<file path="config.mk">
export PLATFORM = sky130hd
export DESIGN_NAME = divider_nr_hs_flat
export DESIGN_NICKNAME = d
export VERILOG_FILES = /design/src/rtl/divider_nr_hs_if.sv /design/src/rtl/divider_nr_hs.sv /design/src/flat_wrapper.sv
export SDC_FILE = /design/constraint.sdc
export NUM_CORES = 1
export LEC_CHECK = 0
export ABC_AREA = 1
export CORE_ASPECT_RATIO = 0.75
export CORE_MARGIN = 8
export CORE_UTILIZATION = 41
export DETAILED_ROUTE_END_ITERATION = 7
export GPL_TIMING_DRIVEN = 1
export PLACE_DENSITY = 0.59
export SLEW_MARGIN = 20
export SYNTH_ARGS = -nofsm -noshare
export SYNTH_HDL_FRONTEND = slang
export SYNTH_SLANG_ARGS = --single-unit
</file>
<file path="constraint.sdc">
create_clock -name clk -period 6.75 [get_ports clk]
set_input_delay 1.0125 -clock clk [delete_from_list [all_inputs] [get_ports clk]]
set_output_delay 1.0125 -clock clk [all_outputs]
set_load 0.02 [all_outputs]
</file>
<file path="src/rtl/divider_nr_hs_if.sv">
// divider_nr_hs_if: operand/result handshake bundle for the non-restoring divider
interface divider_nr_hs_if #(parameter int BITS = 16);
  logic            in_valid;
  logic            in_ready;
  logic            signed_mode;
  logic [BITS-1:0] dividend;
  logic [BITS-1:0] divisor;
  logic            out_valid;
  logic            out_ready;
  logic [BITS-1:0] quotient;
  logic [BITS-1:0] remainder;
  logic            div_by_zero;
  logic            overflow;
  modport master (
    output in_valid, signed_mode, dividend, divisor, out_ready,
    input  in_ready, out_valid, quotient, remainder, div_by_zero, overflow
  );
  modport slave (
    input  in_valid, signed_mode, dividend, divisor, out_ready,
    output in_ready, out_valid, quotient, remainder, div_by_zero, overflow
  );
endinterface

</file>
<file path="src/rtl/divider_nr_hs.sv">
// divider_nr_hs: iterative non-restoring divider, one quotient bit per clock, signed/unsigned, valid/ready
module divider_nr_hs #(
  parameter int BITS       = 16,
  parameter bit EARLY_TERM = 1'b1
) (
  input logic             clk,
  input logic             rst,
  divider_nr_hs_if.slave  io
);
  localparam int CW = $clog2(BITS) + 1;
  typedef enum logic [2:0] {IDLE, INIT, ITER, FIX, SIGN, DONE} state_t;
  state_t          state_q;
  logic [BITS-1:0] a_q, b_q, dvs_q, quo_q, q_out_q, r_out_q;
  logic [BITS:0]   rem_q;
  logic [CW-1:0]   cnt_q;
  logic            sm_q, sq_q, sr_q, dbz_q, ovf_q, ov_q;
  logic [BITS-1:0] abs_a, abs_b, shifted;
  logic [CW-1:0]   n_d, sh;
  logic [BITS:0]   shl, rem_step;
  assign abs_a = (sm_q && a_q[BITS-1]) ? -a_q : a_q;
  assign abs_b = (sm_q && b_q[BITS-1]) ? -b_q : b_q;
  always_comb begin
    n_d = '0;
    for (int i = 0; i < BITS; i++)
      if (abs_a[i]) n_d = CW'(i + 1);
    if (!EARLY_TERM) n_d = CW'(BITS);
  end
  assign sh       = CW'(BITS) - n_d;
  assign shifted  = abs_a << sh;
  // arithmetic wraps mod 2^(BITS+1); the true step result always fits there
  assign shl      = {rem_q[BITS-1:0], quo_q[BITS-1]};
  assign rem_step = rem_q[BITS] ? shl + {1'b0, dvs_q} : shl - {1'b0, dvs_q};
  always_ff @(posedge clk or posedge rst) begin
    if (rst) begin
      state_q <= IDLE;
      a_q     <= '0;
      b_q     <= '0;
      dvs_q   <= '0;
      quo_q   <= '0;
      rem_q   <= '0;
      cnt_q   <= '0;
      q_out_q <= '0;
      r_out_q <= '0;
      sm_q    <= 1'b0;
      sq_q    <= 1'b0;
      sr_q    <= 1'b0;
      dbz_q   <= 1'b0;
      ovf_q   <= 1'b0;
      ov_q    <= 1'b0;
    end else begin
      case (state_q)
        IDLE: if (io.in_valid) begin
          a_q     <= io.dividend;
          b_q     <= io.divisor;
          sm_q    <= io.signed_mode;
          dbz_q   <= 1'b0;
          ovf_q   <= 1'b0;
          state_q <= INIT;
        end
        INIT: begin
          sq_q    <= sm_q & (a_q[BITS-1] ^ b_q[BITS-1]);
          sr_q    <= sm_q & a_q[BITS-1];
          dvs_q   <= abs_b;
          quo_q   <= shifted;
          rem_q   <= '0;
          cnt_q   <= n_d;
          state_q <= (b_q == '0) ? SIGN : (n_d == '0) ? FIX : ITER;
        end
        ITER: begin
          rem_q   <= rem_step;
          quo_q   <= {quo_q[BITS-2:0], ~rem_step[BITS]};
          cnt_q   <= cnt_q - CW'(1);
          state_q <= (cnt_q == CW'(1)) ? FIX : ITER;
        end
        FIX: begin
          rem_q   <= rem_q[BITS] ? rem_q + {1'b0, dvs_q} : rem_q;
          state_q <= SIGN;
        end
        SIGN: begin
          q_out_q <= (b_q == '0) ? '1 : sq_q ? -quo_q : quo_q;
          r_out_q <= (b_q == '0) ? a_q : sr_q ? -rem_q[BITS-1:0] : rem_q[BITS-1:0];
          dbz_q   <= (b_q == '0);
          ovf_q   <= sm_q && (a_q == {1'b1, {(BITS-1){1'b0}}}) && (b_q == '1);
          ov_q    <= 1'b1;
          state_q <= DONE;
        end
        DONE: if (io.out_ready) begin
          ov_q    <= 1'b0;
          state_q <= IDLE;
        end
        default: state_q <= IDLE;
      endcase
    end
  end
  assign io.in_ready    = (state_q == IDLE);
  assign io.out_valid   = ov_q;
  assign io.quotient    = q_out_q;
  assign io.remainder   = r_out_q;
  assign io.div_by_zero = dbz_q;
  assign io.overflow    = ovf_q;
endmodule

</file>
<file path="src/flat_wrapper.sv">
// flat-port wrapper written by rule: the top's interface ports become plain ports
module divider_nr_hs_flat 
#(
  parameter int BITS       = 16,
  parameter bit EARLY_TERM = 1'b1
)
  (clk, rst, io_in_valid, io_signed_mode, io_dividend, io_divisor, io_out_ready, io_in_ready, io_out_valid, io_quotient, io_remainder, io_div_by_zero, io_overflow);
  divider_nr_hs_if #(.BITS(BITS)) io_i ();
  input logic clk;
  input logic rst;
  input wire logic [$bits(io_i.in_valid)-1:0] io_in_valid;
  input wire logic [$bits(io_i.signed_mode)-1:0] io_signed_mode;
  input wire logic [$bits(io_i.dividend)-1:0] io_dividend;
  input wire logic [$bits(io_i.divisor)-1:0] io_divisor;
  input wire logic [$bits(io_i.out_ready)-1:0] io_out_ready;
  output wire logic [$bits(io_i.in_ready)-1:0] io_in_ready;
  output wire logic [$bits(io_i.out_valid)-1:0] io_out_valid;
  output wire logic [$bits(io_i.quotient)-1:0] io_quotient;
  output wire logic [$bits(io_i.remainder)-1:0] io_remainder;
  output wire logic [$bits(io_i.div_by_zero)-1:0] io_div_by_zero;
  output wire logic [$bits(io_i.overflow)-1:0] io_overflow;
  assign io_i.in_valid = io_in_valid;
  assign io_i.signed_mode = io_signed_mode;
  assign io_i.dividend = io_dividend;
  assign io_i.divisor = io_divisor;
  assign io_i.out_ready = io_out_ready;
  assign io_in_ready = io_i.in_ready;
  assign io_out_valid = io_i.out_valid;
  assign io_quotient = io_i.quotient;
  assign io_remainder = io_i.remainder;
  assign io_div_by_zero = io_i.div_by_zero;
  assign io_overflow = io_i.overflow;
  divider_nr_hs #(.BITS(BITS), .EARLY_TERM(EARLY_TERM)) u_core (.clk(clk), .rst(rst), .io(io_i));
endmodule
</file>
==> out/qor.yml <==
min_path:
  whs_endpoint: "u_core.io.quotient[13]$_DFFE_PP0P_"
  holdCritPathClass: "flip-flop to flip-flop"
  worstHoldStart: "u_core.io.quotient[13]$_DFFE_PP0P_"
  min_delay_path_depth: 2
job:
  cap_viol_max_count: 0
final_layout:
  layout.nets: 1396
  fillers: 2225
  instances_no_fill: 1622
  layout.cells.most_common: "nand2_1"
  diodes: 0
  syn2layout_area_growth_pct: 17.1
  drive_gt1_share_pct: 7.83
  mostFrequentLayoutCells: "nand2_1, inv_1, nand3_1, dfrtp_1, nor2_1"
synthesis:
  synth_warnings: 0
  synth_edf_count: 0
  synth.avg_cell_area_sq_um: 7.30
  ys_seq_elements: 127
  syn-num-nets: 1335
  syn_inst: 1254
  synth_area_sq_mm: 0.00916
  synth_seq_area_share_pct: 34.7
  yosysUniqueCellTypes: 61
  synth_flop_cell: "dfrtp_1"
  synth-async-reset-ratio_pct: 100
setup_path:
  required_ns: 7.05
  max_stage_delay_ns: 0.63
  endpoint_kind: "flip-flop"
  r2r_start: "u_core.a_q[0]$_DFFE_PP0P_"
  path_common_cell: "nand2_1"
  critPathBufInv: 4
  regToRegEndpoint: "u_core.quo_q[8]$_DFFE_PP0P_"
  start_kind: "flip-flop"
  ff2ff_path_depth: 21
  rrSetupSlack_ns: 2.35
  slowest_stage: "ha_1"
  worstPathArrival_ns: 4.71
  cp_max_fo: 19
  cp_top_family: "simple AND/OR/NAND/NOR gates"
  cp_cell_sequence: "inv_2, ha_1, nand3_1, nor2_1, nand2_1, nand2_1, nand2_1, nand2_1, o21ai_2, inv_1, nand2_1, nand2_2, inv_2, ha_1, clkinv_1, nand3_1, nand2_1, nand2_1, nand2_1, o21ai_1, nand2_1"
  crit_type: "flip-flop to flip-flop"
sta:
  tns_ns: 0
  finalWorstSetupSlack_ns: 2.35
  period_needed_ns: 4.40
  tightest_slew_ns: 0.987
  rsz0062_at_grt: "no"
  clock_skew_ns: 0.0141
  fmaxAchievable_ghz: 0.227
  finalSetupViolCount: 0
  finalHoldViolations: 0
  relSlewSlack_pct: 34.2
  layout_worst_path_cycle_share_pct: 65.2
  slew_viol_final: 0
die:
  initial_utilization_pct: 41.6
  die_y_microns: 145
  core_sq_mm: 0.0220
  die_w_microns: 189
  io_pins: 73
  die-area_sq_mm: 0.0274
  num_rows: 47
placement:
  gp_congestion: 0.925
  post-place-ws_ns: 2.45
  placedCellCount: 1590
  dpl.hpwl_mm: 21.5
  io_buffers: 72
grt:
  overflow: 0
  grt_pass1_vias: 8123
  track_usage_pct: 20.6
  grt_pass1_wl_mm: 45.6
  grt_max_degree: 76
  antenna_found_initial: 0
drt:
  viasPerCell: 5.41
  wl_per_cell_microns: 17.4
  via_count: 8778
  route.detailed.drc: 0
  routed_wl_mm: 28.3
  firstDrtPassIters: 6
  ant_nets: 0
  drtIter0Drc: 759
clock_tree:
  ctsHoldBuffers: 0
  cts-buffers-inserted: 17
  htree_levels: 4
  ctsResizeCount: 0
  cts_tree: "built"
  clk_latency_ns: 0.43
  numClockSinks: 127
  clockRootBuffer: "clkbuf_16"
  clk_pin_slew_ns: 0.07
  postCtsSetupBuffers: 0
  clk_path_buf_depth: 2
run_status:
  status: "complete, no violations"
==> worst register-to-register path: stages, from the launching register on <==
cell      delay, ns
dfrtp_1        0.47
inv_2          0.14
ha_1           0.21
nand3_1        0.13
nor2_1         0.23
nand2_1        0.10
nand2_1        0.06
nand2_1        0.06
nand2_1        0.07
o21ai_2        0.12
inv_1          0.08
nand2_1        0.25
nand2_2        0.32
inv_2          0.14
ha_1           0.63
clkinv_1       0.57
nand3_1        0.33
nand2_1        0.08
nand2_1        0.06
nand2_1        0.05
o21ai_1        0.12
nand2_1        0.07
==> registers in the layout (all words and copies together), names as in the netlist, 5 cells and up <==
signal and cells:
u_core.a_q 16, u_core.quo_q 16, u_core.io.remainder 16, u_core.dvs_q 16, u_core.b_q 16, u_core.cnt_q 5
u_core.io.quotient 16, u_core.rem_q 17
==> through the flow <==
stage	util, %	cell area (sq um)	hold WS, ns
final	48.7	10700	0.507
after global routing	48.7	10700	0.533
after CTS	48.7	10700	0.515
after global placement	46.0	10100	0.490
after floorplan	-	9160	0.459
after detailed placement	46.0	10100	0.495
==> synthesized netlist by cell type (all sizes together), types with 2 or more instances <==
cell type / instances / share of area, %
or4: 2 / 0.16
nand3b: 5 / 0.41
o311ai: 2 / 0.19
nand3: 129 / 7.2
o21bai: 3 / 0.25
a31oi: 8 / 0.55
nor2: 126 / 5.3
o221ai: 22 / 2.1
clkinv: 3 / 0.12
nand2: 281 / 12
o211ai: 14 / 1.1
o21ai: 75 / 4.3
o22ai: 10 / 0.68
o41ai: 2 / 0.19
a21oi: 84 / 4.6
o31ai: 5 / 0.46
or2: 7 / 0.48
nand4: 14 / 1.1
mux2: 9 / 1.1
xnor2: 12 / 1.1
dfrtp: 127 / 35
xor2: 39 / 4.2
ha: 42 / 5.7
a21o: 2 / 0.16
nor3b: 3 / 0.25
nor3: 29 / 1.8
inv: 146 / 6.0
clkbuf: 29 / 1.2
o2111ai: 4 / 0.38
buf: 9 / 0.85
fa: 2 / 0.44
==> cell type report <==
cell class / count / area [sq um] / area share, %
Clock buffer: 17 / 425 / 3.97
Clock inverter: 15 / 169 / 1.58
Inverter: 149 / 567 / 5.29
Multi-Input combinational cell: 940 / 5230 / 48.8
Sequential cell: 127 / 3180 / 29.6
Tap cell: 294 / 368 / 3.43
Timing Repair Buffer: 80 / 781 / 7.28
==> worst max path at each step <==
stage,slack (ns),startpoint,to,cells past startpoint
3_5_place_dp,2.45,u_core.sm_q$_DFFE_PP0P_,u_core.quo_q[0]$_DFFE_PP0P_,22
2_1_floorplan,2.35,rst,u_core.a_q[0]$_DFFE_PP0P_,1
3_3_place_gp,2.49,u_core.sm_q$_DFFE_PP0P_,u_core.quo_q[0]$_DFFE_PP0P_,22
5_1_grt,1.87,u_core.sm_q$_DFFE_PP0P_,u_core.quo_q[8]$_DFFE_PP0P_,23
4_1_cts,2.43,u_core.sm_q$_DFFE_PP0P_,u_core.quo_q[0]$_DFFE_PP0P_,22
6_report,2.35,u_core.a_q[0]$_DFFE_PP0P_,u_core.quo_q[8]$_DFFE_PP0P_,21
==> metal layers <==
metal	vias up	GRT usage [%]	share of wire, %
met5	-	0	0
met1	4081	32.8	52
met3	20	3.90	7.5
met2	329	27.4	39
met4	0	4.84	0.99
li1	4348	-	-
==> logic make-up after synthesis <==
logic type | after synthesis | share of synthesized area (%)
multiplexers | 9 | 1.11
AND/OR/NAND/NOR | 599 | 28.9
XOR/XNOR | 51 | 5.33
buffers and inverters | 187 | 8.20
adder cells (fa/ha/maj) | 44 | 6.18
AO/OA/AOI/OAI | 237 | 15.5
flip-flops | 127 | 34.7
Power is not shown: default switching activity piles up to over one toggle a cycle in this logic, so the estimate is an artifact.
